[config.mk]
export PLATFORM = sky130hd
export DESIGN_NAME = preproc_sfifo_flat
export DESIGN_NICKNAME = d
export VERILOG_FILES = /design/src/rtl/preproc_sfifo_pkg.sv /design/src/rtl/preproc_sfifo_if.sv /design/src/rtl/preproc_fifo_ram.sv /design/src/rtl/preproc_sfifo.sv /design/src/flat_wrapper.sv
export SDC_FILE = /design/constraint.sdc
export NUM_CORES = 1
export LEC_CHECK = 0
export BUFFER_PORTS_ARGS = -buffer_cell sky130_fd_sc_hd__buf_2
export CELL_PAD_IN_SITES_DETAIL_PLACEMENT = 1
export CELL_PAD_IN_SITES_GLOBAL_PLACEMENT = 1
export CORE_UTILIZATION = 47
export DETAILED_ROUTE_END_ITERATION = 8
export PLACE_DENSITY_LB_ADDON = 0.25
export SLEW_MARGIN = 40
export SYNTH_ARGS = -nofsm -noshare
export SYNTH_HDL_FRONTEND = slang
export SYNTH_HIERARCHICAL = 1
export SYNTH_SLANG_ARGS = --single-unit
export TNS_END_PERCENT = 20
[constraint.sdc]
create_clock -name clk_sys -period 3.7 [get_ports clk_sys]
set_clock_uncertainty 0.05 [all_clocks]
set_input_delay 0.37 -clock clk_sys [delete_from_list [all_inputs] [get_ports clk_sys]]
set_output_delay 0.37 -clock clk_sys [all_outputs]
set_load 0.05 [all_outputs]
[src/rtl/preproc_sfifo_pkg.sv]
`default_nettype none
// ============================================================================
// Module      : preproc_sfifo_pkg
// Description : Shared constants and types for the pre-processing staging
//               FIFO: default geometry and read-mode encodings.
// Revision    : 1.0 - initial release
// ============================================================================
package preproc_sfifo_pkg;

  // Width of one real or imaginary input sample component.
  localparam int c_fft_in_width       = 16;

  // Default entry width: one packed I/Q sample.
  localparam int c_preproc_data_width = 2 * c_fft_in_width;

  // Default log2 of depth (8 entries, matching the buffer this replaces).
  localparam int c_preproc_addr_width = 3;

  // Read-mode encodings for the FWFT parameter.
  localparam int c_preproc_fifo_fwft  = 1;
  localparam int c_preproc_fifo_reg   = 0;

  typedef enum logic {
    FIFO_MODE_REG  = 1'b0,
    FIFO_MODE_FWFT = 1'b1
  } fifo_mode_e;

  // Map the integer FWFT parameter onto the mode enum.
  function automatic fifo_mode_e fifo_mode(input int fwft);
    return (fwft == c_preproc_fifo_fwft) ? FIFO_MODE_FWFT : FIFO_MODE_REG;
  endfunction

endpackage : preproc_sfifo_pkg
`default_nettype wire

[src/rtl/preproc_sfifo_if.sv]
`default_nettype none
// ============================================================================
// Module      : preproc_sfifo_if
// Description : Bus bundle for the staging FIFO. The master side is the
//               producer/consumer logic; the slave side is the FIFO itself.
// Revision    : 1.0 - initial release
// ============================================================================
interface preproc_sfifo_if
  import preproc_sfifo_pkg::*;
#(
  parameter int DATA_WIDTH = c_preproc_data_width,
  parameter int ADDR_WIDTH = c_preproc_addr_width
);

  logic                  clr_i;
  logic                  we_i;
  logic [DATA_WIDTH-1:0] din_i;
  logic                  re_i;
  logic [ADDR_WIDTH:0]   af_thresh_i;
  logic [ADDR_WIDTH:0]   ae_thresh_i;
  logic [DATA_WIDTH-1:0] dout_o;
  logic                  dout_vld_o;
  logic [ADDR_WIDTH:0]   level_o;
  logic                  full_o;
  logic                  empty_o;
  logic                  almost_full_o;
  logic                  almost_empty_o;
  logic                  overflow_o;
  logic                  underflow_o;

  modport master (
    output clr_i, we_i, din_i, re_i, af_thresh_i, ae_thresh_i,
    input  dout_o, dout_vld_o, level_o, full_o, empty_o,
           almost_full_o, almost_empty_o, overflow_o, underflow_o
  );

  modport slave (
    input  clr_i, we_i, din_i, re_i, af_thresh_i, ae_thresh_i,
    output dout_o, dout_vld_o, level_o, full_o, empty_o,
           almost_full_o, almost_empty_o, overflow_o, underflow_o
  );

endinterface : preproc_sfifo_if
`default_nettype wire

[src/rtl/preproc_fifo_ram.sv]
`default_nettype none
// ============================================================================
// Module      : preproc_fifo_ram
// Description : DEPTH x DATA_WIDTH register array, one synchronous write
//               port and one asynchronous read port. Contents are not reset.
// Revision    : 1.0 - initial release
// ============================================================================
module preproc_fifo_ram
  import preproc_sfifo_pkg::*;
#(
  parameter int DATA_WIDTH = c_preproc_data_width,
  parameter int ADDR_WIDTH = c_preproc_addr_width
) (
  input  logic                  clk_sys,
  input  logic                  i_we,
  input  logic [ADDR_WIDTH-1:0] i_waddr,
  input  logic [DATA_WIDTH-1:0] i_wdata,
  input  logic [ADDR_WIDTH-1:0] i_raddr,
  output logic [DATA_WIDTH-1:0] o_rdata
);

  localparam int c_depth = 1 << ADDR_WIDTH;

  logic [DATA_WIDTH-1:0] r_mem [c_depth];

  // Store the incoming entry on an accepted write.
  always_ff @(posedge clk_sys) begin
    if (i_we) begin
      r_mem[i_waddr] <= i_wdata;
    end
  end

  assign o_rdata = r_mem[i_raddr];

endmodule : preproc_fifo_ram
`default_nettype wire

[src/rtl/preproc_sfifo.sv]
`default_nettype none
// ============================================================================
// Module      : preproc_sfifo
// Description : Parametrised synchronous FIFO staging samples between the
//               input interface and the DFT datapath. Show-ahead or
//               registered read, occupancy count, run-time almost-full/empty
//               thresholds and sticky overflow/underflow flags.
// Revision    : 1.0 - initial release
// ============================================================================
module preproc_sfifo
  import preproc_sfifo_pkg::*;
#(
  parameter int DATA_WIDTH = c_preproc_data_width,
  parameter int ADDR_WIDTH = c_preproc_addr_width,
  parameter int FWFT       = c_preproc_fifo_fwft
) (
  input  logic            clk_sys,
  input  logic            rst_sys_n,
  preproc_sfifo_if.slave  fifo_bus
);

  localparam fifo_mode_e          c_mode      = fifo_mode(FWFT);
  localparam logic [ADDR_WIDTH:0] c_depth_lvl = {1'b1, {ADDR_WIDTH{1'b0}}};
  localparam logic [ADDR_WIDTH:0] c_one       = {{ADDR_WIDTH{1'b0}}, 1'b1};

  logic [ADDR_WIDTH:0]   r_wptr;
  logic [ADDR_WIDTH:0]   r_rptr;
  logic [ADDR_WIDTH:0]   r_level;
  logic                  r_overflow;
  logic                  r_underflow;
  logic                  w_full;
  logic                  w_empty;
  logic                  w_rd_ok;
  logic                  w_wr_ok;
  logic                  w_rd_en;
  logic                  w_wr_en;
  logic [DATA_WIDTH-1:0] w_rdata;

  // Full/empty come from the occupancy counter, so a wrapped pointer pair
  // never needs to be disambiguated.
  assign w_full  = (r_level == c_depth_lvl);
  assign w_empty = (r_level == '0);

  // A read is only ever served from stored data; a write into a full FIFO
  // is allowed when a read frees a slot in the same cycle.
  assign w_rd_ok = fifo_bus.re_i && !w_empty;
  assign w_wr_ok = fifo_bus.we_i && (!w_full || w_rd_ok);

  // Clear overrides both requests.
  assign w_rd_en = w_rd_ok && !fifo_bus.clr_i;
  assign w_wr_en = w_wr_ok && !fifo_bus.clr_i;

  preproc_fifo_ram #(
    .DATA_WIDTH (DATA_WIDTH),
    .ADDR_WIDTH (ADDR_WIDTH)
  ) u_ram (
    .clk_sys (clk_sys),
    .i_we    (w_wr_en),
    .i_waddr (r_wptr[ADDR_WIDTH-1:0]),
    .i_wdata (fifo_bus.din_i),
    .i_raddr (r_rptr[ADDR_WIDTH-1:0]),
    .o_rdata (w_rdata)
  );

  // Advance pointers and track occupancy on accepted transfers.
  always_ff @(posedge clk_sys or negedge rst_sys_n) begin
    if (!rst_sys_n) begin
      r_wptr  <= '0;
      r_rptr  <= '0;
      r_level <= '0;
    end else if (fifo_bus.clr_i) begin
      r_wptr  <= '0;
      r_rptr  <= '0;
      r_level <= '0;
    end else begin
      if (w_wr_en) begin
        r_wptr <= r_wptr + c_one;
      end
      if (w_rd_en) begin
        r_rptr <= r_rptr + c_one;
      end
      if (w_wr_en && !w_rd_en) begin
        r_level <= r_level + c_one;
      end else if (w_rd_en && !w_wr_en) begin
        r_level <= r_level - c_one;
      end
    end
  end

  // Latch refused requests until cleared.
  always_ff @(posedge clk_sys or negedge rst_sys_n) begin
    if (!rst_sys_n) begin
      r_overflow  <= 1'b0;
      r_underflow <= 1'b0;
    end else if (fifo_bus.clr_i) begin
      r_overflow  <= 1'b0;
      r_underflow <= 1'b0;
    end else begin
      if (fifo_bus.we_i && !w_wr_ok) begin
        r_overflow <= 1'b1;
      end
      if (fifo_bus.re_i && !w_rd_ok) begin
        r_underflow <= 1'b1;
      end
    end
  end

  assign fifo_bus.level_o        = r_level;
  assign fifo_bus.full_o         = w_full;
  assign fifo_bus.empty_o        = w_empty;
  assign fifo_bus.almost_full_o  = (r_level >= fifo_bus.af_thresh_i);
  assign fifo_bus.almost_empty_o = (r_level <= fifo_bus.ae_thresh_i);
  assign fifo_bus.overflow_o     = r_overflow;
  assign fifo_bus.underflow_o    = r_underflow;

  generate
    if (c_mode == FIFO_MODE_FWFT) begin : g_fwft
      // Head entry is visible directly; forced to zero when empty so the
      // output never exposes an unwritten memory location.
      assign fifo_bus.dout_o     = w_empty ? '0 : w_rdata;
      assign fifo_bus.dout_vld_o = !w_empty;
    end else begin : g_reg
      logic [DATA_WIDTH-1:0] r_dout;
      logic                  r_dout_vld;

      // Capture the head entry on an accepted read; hold it otherwise.
      always_ff @(posedge clk_sys or negedge rst_sys_n) begin
        if (!rst_sys_n) begin
          r_dout     <= '0;
          r_dout_vld <= 1'b0;
        end else if (fifo_bus.clr_i) begin
          r_dout_vld <= 1'b0;
        end else begin
          r_dout_vld <= w_rd_en;
          if (w_rd_en) begin
            r_dout <= w_rdata;
          end
        end
      end

      assign fifo_bus.dout_o     = r_dout;
      assign fifo_bus.dout_vld_o = r_dout_vld;
    end
  endgenerate

endmodule : preproc_sfifo
`default_nettype wire

[src/flat_wrapper.sv]
// flat-port wrapper written by rule: the top's interface ports become plain ports
module preproc_sfifo_flat import preproc_sfifo_pkg::*;
#(
  parameter int DATA_WIDTH = c_preproc_data_width,
  parameter int ADDR_WIDTH = c_preproc_addr_width,
  parameter int FWFT       = c_preproc_fifo_fwft
)
  (clk_sys, rst_sys_n, fifo_bus_clr_i, fifo_bus_we_i, fifo_bus_din_i, fifo_bus_re_i, fifo_bus_af_thresh_i, fifo_bus_ae_thresh_i, fifo_bus_dout_o, fifo_bus_dout_vld_o, fifo_bus_level_o, fifo_bus_full_o, fifo_bus_empty_o, fifo_bus_almost_full_o, fifo_bus_almost_empty_o, fifo_bus_overflow_o, fifo_bus_underflow_o);
  preproc_sfifo_if #(.DATA_WIDTH(DATA_WIDTH), .ADDR_WIDTH(ADDR_WIDTH)) fifo_bus_i ();
  input  logic clk_sys;
  input  logic rst_sys_n;
  input wire logic [$bits(fifo_bus_i.clr_i)-1:0] fifo_bus_clr_i;
  input wire logic [$bits(fifo_bus_i.we_i)-1:0] fifo_bus_we_i;
  input wire logic [$bits(fifo_bus_i.din_i)-1:0] fifo_bus_din_i;
  input wire logic [$bits(fifo_bus_i.re_i)-1:0] fifo_bus_re_i;
  input wire logic [$bits(fifo_bus_i.af_thresh_i)-1:0] fifo_bus_af_thresh_i;
  input wire logic [$bits(fifo_bus_i.ae_thresh_i)-1:0] fifo_bus_ae_thresh_i;
  output wire logic [$bits(fifo_bus_i.dout_o)-1:0] fifo_bus_dout_o;
  output wire logic [$bits(fifo_bus_i.dout_vld_o)-1:0] fifo_bus_dout_vld_o;
  output wire logic [$bits(fifo_bus_i.level_o)-1:0] fifo_bus_level_o;
  output wire logic [$bits(fifo_bus_i.full_o)-1:0] fifo_bus_full_o;
  output wire logic [$bits(fifo_bus_i.empty_o)-1:0] fifo_bus_empty_o;
  output wire logic [$bits(fifo_bus_i.almost_full_o)-1:0] fifo_bus_almost_full_o;
  output wire logic [$bits(fifo_bus_i.almost_empty_o)-1:0] fifo_bus_almost_empty_o;
  output wire logic [$bits(fifo_bus_i.overflow_o)-1:0] fifo_bus_overflow_o;
  output wire logic [$bits(fifo_bus_i.underflow_o)-1:0] fifo_bus_underflow_o;
  assign fifo_bus_i.clr_i = fifo_bus_clr_i;
  assign fifo_bus_i.we_i = fifo_bus_we_i;
  assign fifo_bus_i.din_i = fifo_bus_din_i;
  assign fifo_bus_i.re_i = fifo_bus_re_i;
  assign fifo_bus_i.af_thresh_i = fifo_bus_af_thresh_i;
  assign fifo_bus_i.ae_thresh_i = fifo_bus_ae_thresh_i;
  assign fifo_bus_dout_o = fifo_bus_i.dout_o;
  assign fifo_bus_dout_vld_o = fifo_bus_i.dout_vld_o;
  assign fifo_bus_level_o = fifo_bus_i.level_o;
  assign fifo_bus_full_o = fifo_bus_i.full_o;
  assign fifo_bus_empty_o = fifo_bus_i.empty_o;
  assign fifo_bus_almost_full_o = fifo_bus_i.almost_full_o;
  assign fifo_bus_almost_empty_o = fifo_bus_i.almost_empty_o;
  assign fifo_bus_overflow_o = fifo_bus_i.overflow_o;
  assign fifo_bus_underflow_o = fifo_bus_i.underflow_o;
  preproc_sfifo #(.DATA_WIDTH(DATA_WIDTH), .ADDR_WIDTH(ADDR_WIDTH), .FWFT(FWFT)) u_core (.clk_sys(clk_sys), .rst_sys_n(rst_sys_n), .fifo_bus(fifo_bus_i));
endmodule
==> results_dict.tcl <==
set metrics [dict create \
    relSlewSlack_pct 48.4 \
    grt_first_pass_wirelength_um 33900 \
    die-area_um2 24200 \
    grt_max_degree 37 \
    synth_area_um2 11100 \
    clk_pin_slew_ps 50 \
    core_area_um2 22800 \
    yosysWarnings 6 \
    syn_nets 577 \
    ys_ff_latch 268 \
    hp-class "input port to register" \
    critPathSlowestCell "dfrtp_4" \
    rsz0062_at_grt "no" \
    synth_top_cell_area_share_pct 69.5 \
    gr-total-overflow 0 \
    synth_async_sr_flop_share_pct 4.48 \
    post_cts_buffers 0 \
    min_period_ps 3300 \
    setup_viol_count_final 0 \
    ir_worst_vdd_uv 301 \
    synthAdderAreaFrac_pct 1.54 \
    gp_congestion 0.717 \
    use_met2_pct 32.9 \
    fin_cells 958 \
    wl_per_cell_um 23.2 \
    yosys.area.top_type "edfxtp_1" \
    worst_pin_slew_ps 775 \
    hold_viol 0 \
    placementRows 55 \
    cts_sinks 268 \
    grt_pass1_vias 5726 \
    avgSynthCellArea_um2 21.3 \
    path_class "register to output pin" \
    vias 5251 \
    start_kind "register" \
    clock_path_buffers 3 \
    synthFlopType "edfxtp_1" \
    slowest_delay_ps 740 \
    synth_compound_area_share_pct 1.39 \
    drtAntennaViolNets 0 \
    syn_inst 519 \
    numPlacedInstances 909 \
    io_buffers 87 \
    cp.required_ps 3280 \
    synth_xor_area_share_pct 0.554 \
    r2r_cells 8 \
    post-synth-top-count-cell "edfxtp_1" \
    worstSkewPairLatency_ps 520 \
    final_max_slew_viol_count 0 \
    utilization_pct 56.0 \
    worstPathCellList "buf_4, mux4_1, mux2_2, and2_1, buf_2" \
    drive_gt1_share_pct 35.7 \
    final_area_um2 12800 \
    wirelength_um 22300 \
    nets 685 \
    synth_edf_count 256 \
    antenna_found_initial 3 \
    synthMuxAreaShare_pct 18.0 \
    htreeDepth 1 \
    holdBufCountCts 1 \
    yosys.area_share.simple_pct 4.25 \
    worst-path-stages 5 \
    critPathTopFamily "multiplexers" \
    grt.busiest_layer "met2" \
    viasPerCell 5.48 \
    synth_top_family_by_area "multiplexers" \
    hold_depth 1 \
    synth_area_leaders "edfxtp_1, mux4_1, mux4_2" \
    p_leak_nw 4.36 \
    drt_iter0_drc 296 \
    root_buffer "clkbuf_16" \
    first_pass_iters 4 \
    crit_arrival_ps 2880 \
    cts_buffers 28 \
    groute.usage.overall_pct 19.0 \
    cts_tree "yes" \
    synth.distinct_cells 41 \
    place_area_um2 12000 \
    critPathBufInv 2 \
    ys_seq_area_share_pct 72.2 \
    die_h_um 155 \
    drc 0 \
    fin_crit_sh_pct 89.2 \
    fmax_ghz 0.303 \
    syn_to_final_growth_pct 15.5 \
    start_util_pct 48.4 \
    dieWidth_um 155 \
    use_met1_pct 25.5 \
    critPathCaptureType "output pin" \
    outcome "finished clean" \
    total_power_mw 8.89 \
    met3_usage_pct 3.01 \
    maxCapViolations 0 \
    critPathMaxFanout 25 \
    cts_resized 0 \
    hpwl_um 13200 \
    ios 88 \
    synth_common_cells "edfxtp_1, mux4_1, mux2_2" \
    p_per_area_nw_per_um2 695 \
]
==> layout by cell type, fill, tap and decap left out, types with 4 or more instances in the layout <==
cell type and instances:
clkinv_1 4, and2_4 19, mux2_2 33, nand2_1 5
clkbuf_1 11, inv_1 10, mux4_2 24, nor2_1 15
mux4_1 40, nor2_4 6, and2_1 15, edfxtp_1 256
nand2b_1 5, buf_4 9, xor2_1 4, ha_1 12
buf_2 87, dfrtp_1 9, buf_12 7, clkbuf_16 28
==> power breakdown <==
| group | internal (mW) | total (mW) | switching [mW] |
|---|---|---|---|
| sequential | 3.43 | 3.60 | 0.174 |
| combinational | 1.10 | 2.82 | 1.72 |
| clock | 1.39 | 2.47 | 1.08 |
| total | 5.92 | 8.89 | 2.97 |
==> metal layers <==
metal | vias up | share of wire, %
met2 | 121 | 50
met3 | 27 | 5.3
met1 | 2751 | 43
met4 | 4 | 1.5
li1 | 2348 | -
met5 | - | 0.11
==> kinds of logic (layout without fill, tap and decap cells) <==
kind of cell               Yosys count  after routing
DFF                                268            268
muxes                              100            100
and+or+nand+nor                     77             77
buffers and inverters               36            161
AOI/OAI and AO/OA                   18             18
adders and majority gates           13             13
xor gates and xnor gates             7              7
other                                0              1
==> metrics by stage <==
stage,setup slack [ps],TNS (ps),hold WS [ps]
3_5_place_dp,903,0,223
6_report,400,0,46.2
3_3_place_gp,988,0,217
5_1_grt,279,0,42.0
4_1_cts,340,0,37.4
2_1_floorplan,-391,-12500,24.4
==> final timing paths <==
path	from	endpoint	slack, ps
max	u_core/r_rptr[0]$_DFFE_PN0P_	fifo_bus_dout_o[14]	400
min	fifo_bus_din_i[10]	u_core/u_ram/r_mem[6][10]$_DFFE_PP_	50
max reg2reg	u_core/fifo_bus.level_o[1]$_DFFE_PN0P_	u_core/fifo_bus.level_o[3]$_DFFE_PN0P_	1000
min reg2reg	u_core/fifo_bus.underflow_o$_DFFE_PN0P_	u_core/fifo_bus.underflow_o$_DFFE_PN0P_	450
max in group asynchronous	rst_sys_n	u_core/r_rptr[0]$_DFFE_PN0P_	3130
min in group asynchronous	rst_sys_n	u_core/fifo_bus.level_o[0]$_DFFE_PN0P_	210
==> flip-flops by register name, indices dropped and copies added (netlist names) <==
register                     count
u_core/fifo_bus.level_o          4
u_core/r_wptr                    3
u_core/fifo_bus.underflow_o      1
u_core/fifo_bus.overflow_o       1
u_core/r_rptr                    3
u_core/u_ram/r_mem             256
==> layout make-up <==
| class | count | area, um2 |
|---|---|---|
| Antenna cell | 1 | 2.50 |
| Clock buffer | 39 | 742 |
| Clock inverter | 8 | 51.3 |
| Fill cell | 2030 | 10100 |
| Inverter | 10 | 37.5 |
| Multi-Input combinational cell | 215 | 2910 |
| Sequential cell | 268 | 7990 |
| Tap cell | 313 | 392 |
| Timing Repair Buffer | 104 | 653 |
Power figures use the tool's default switching activity.
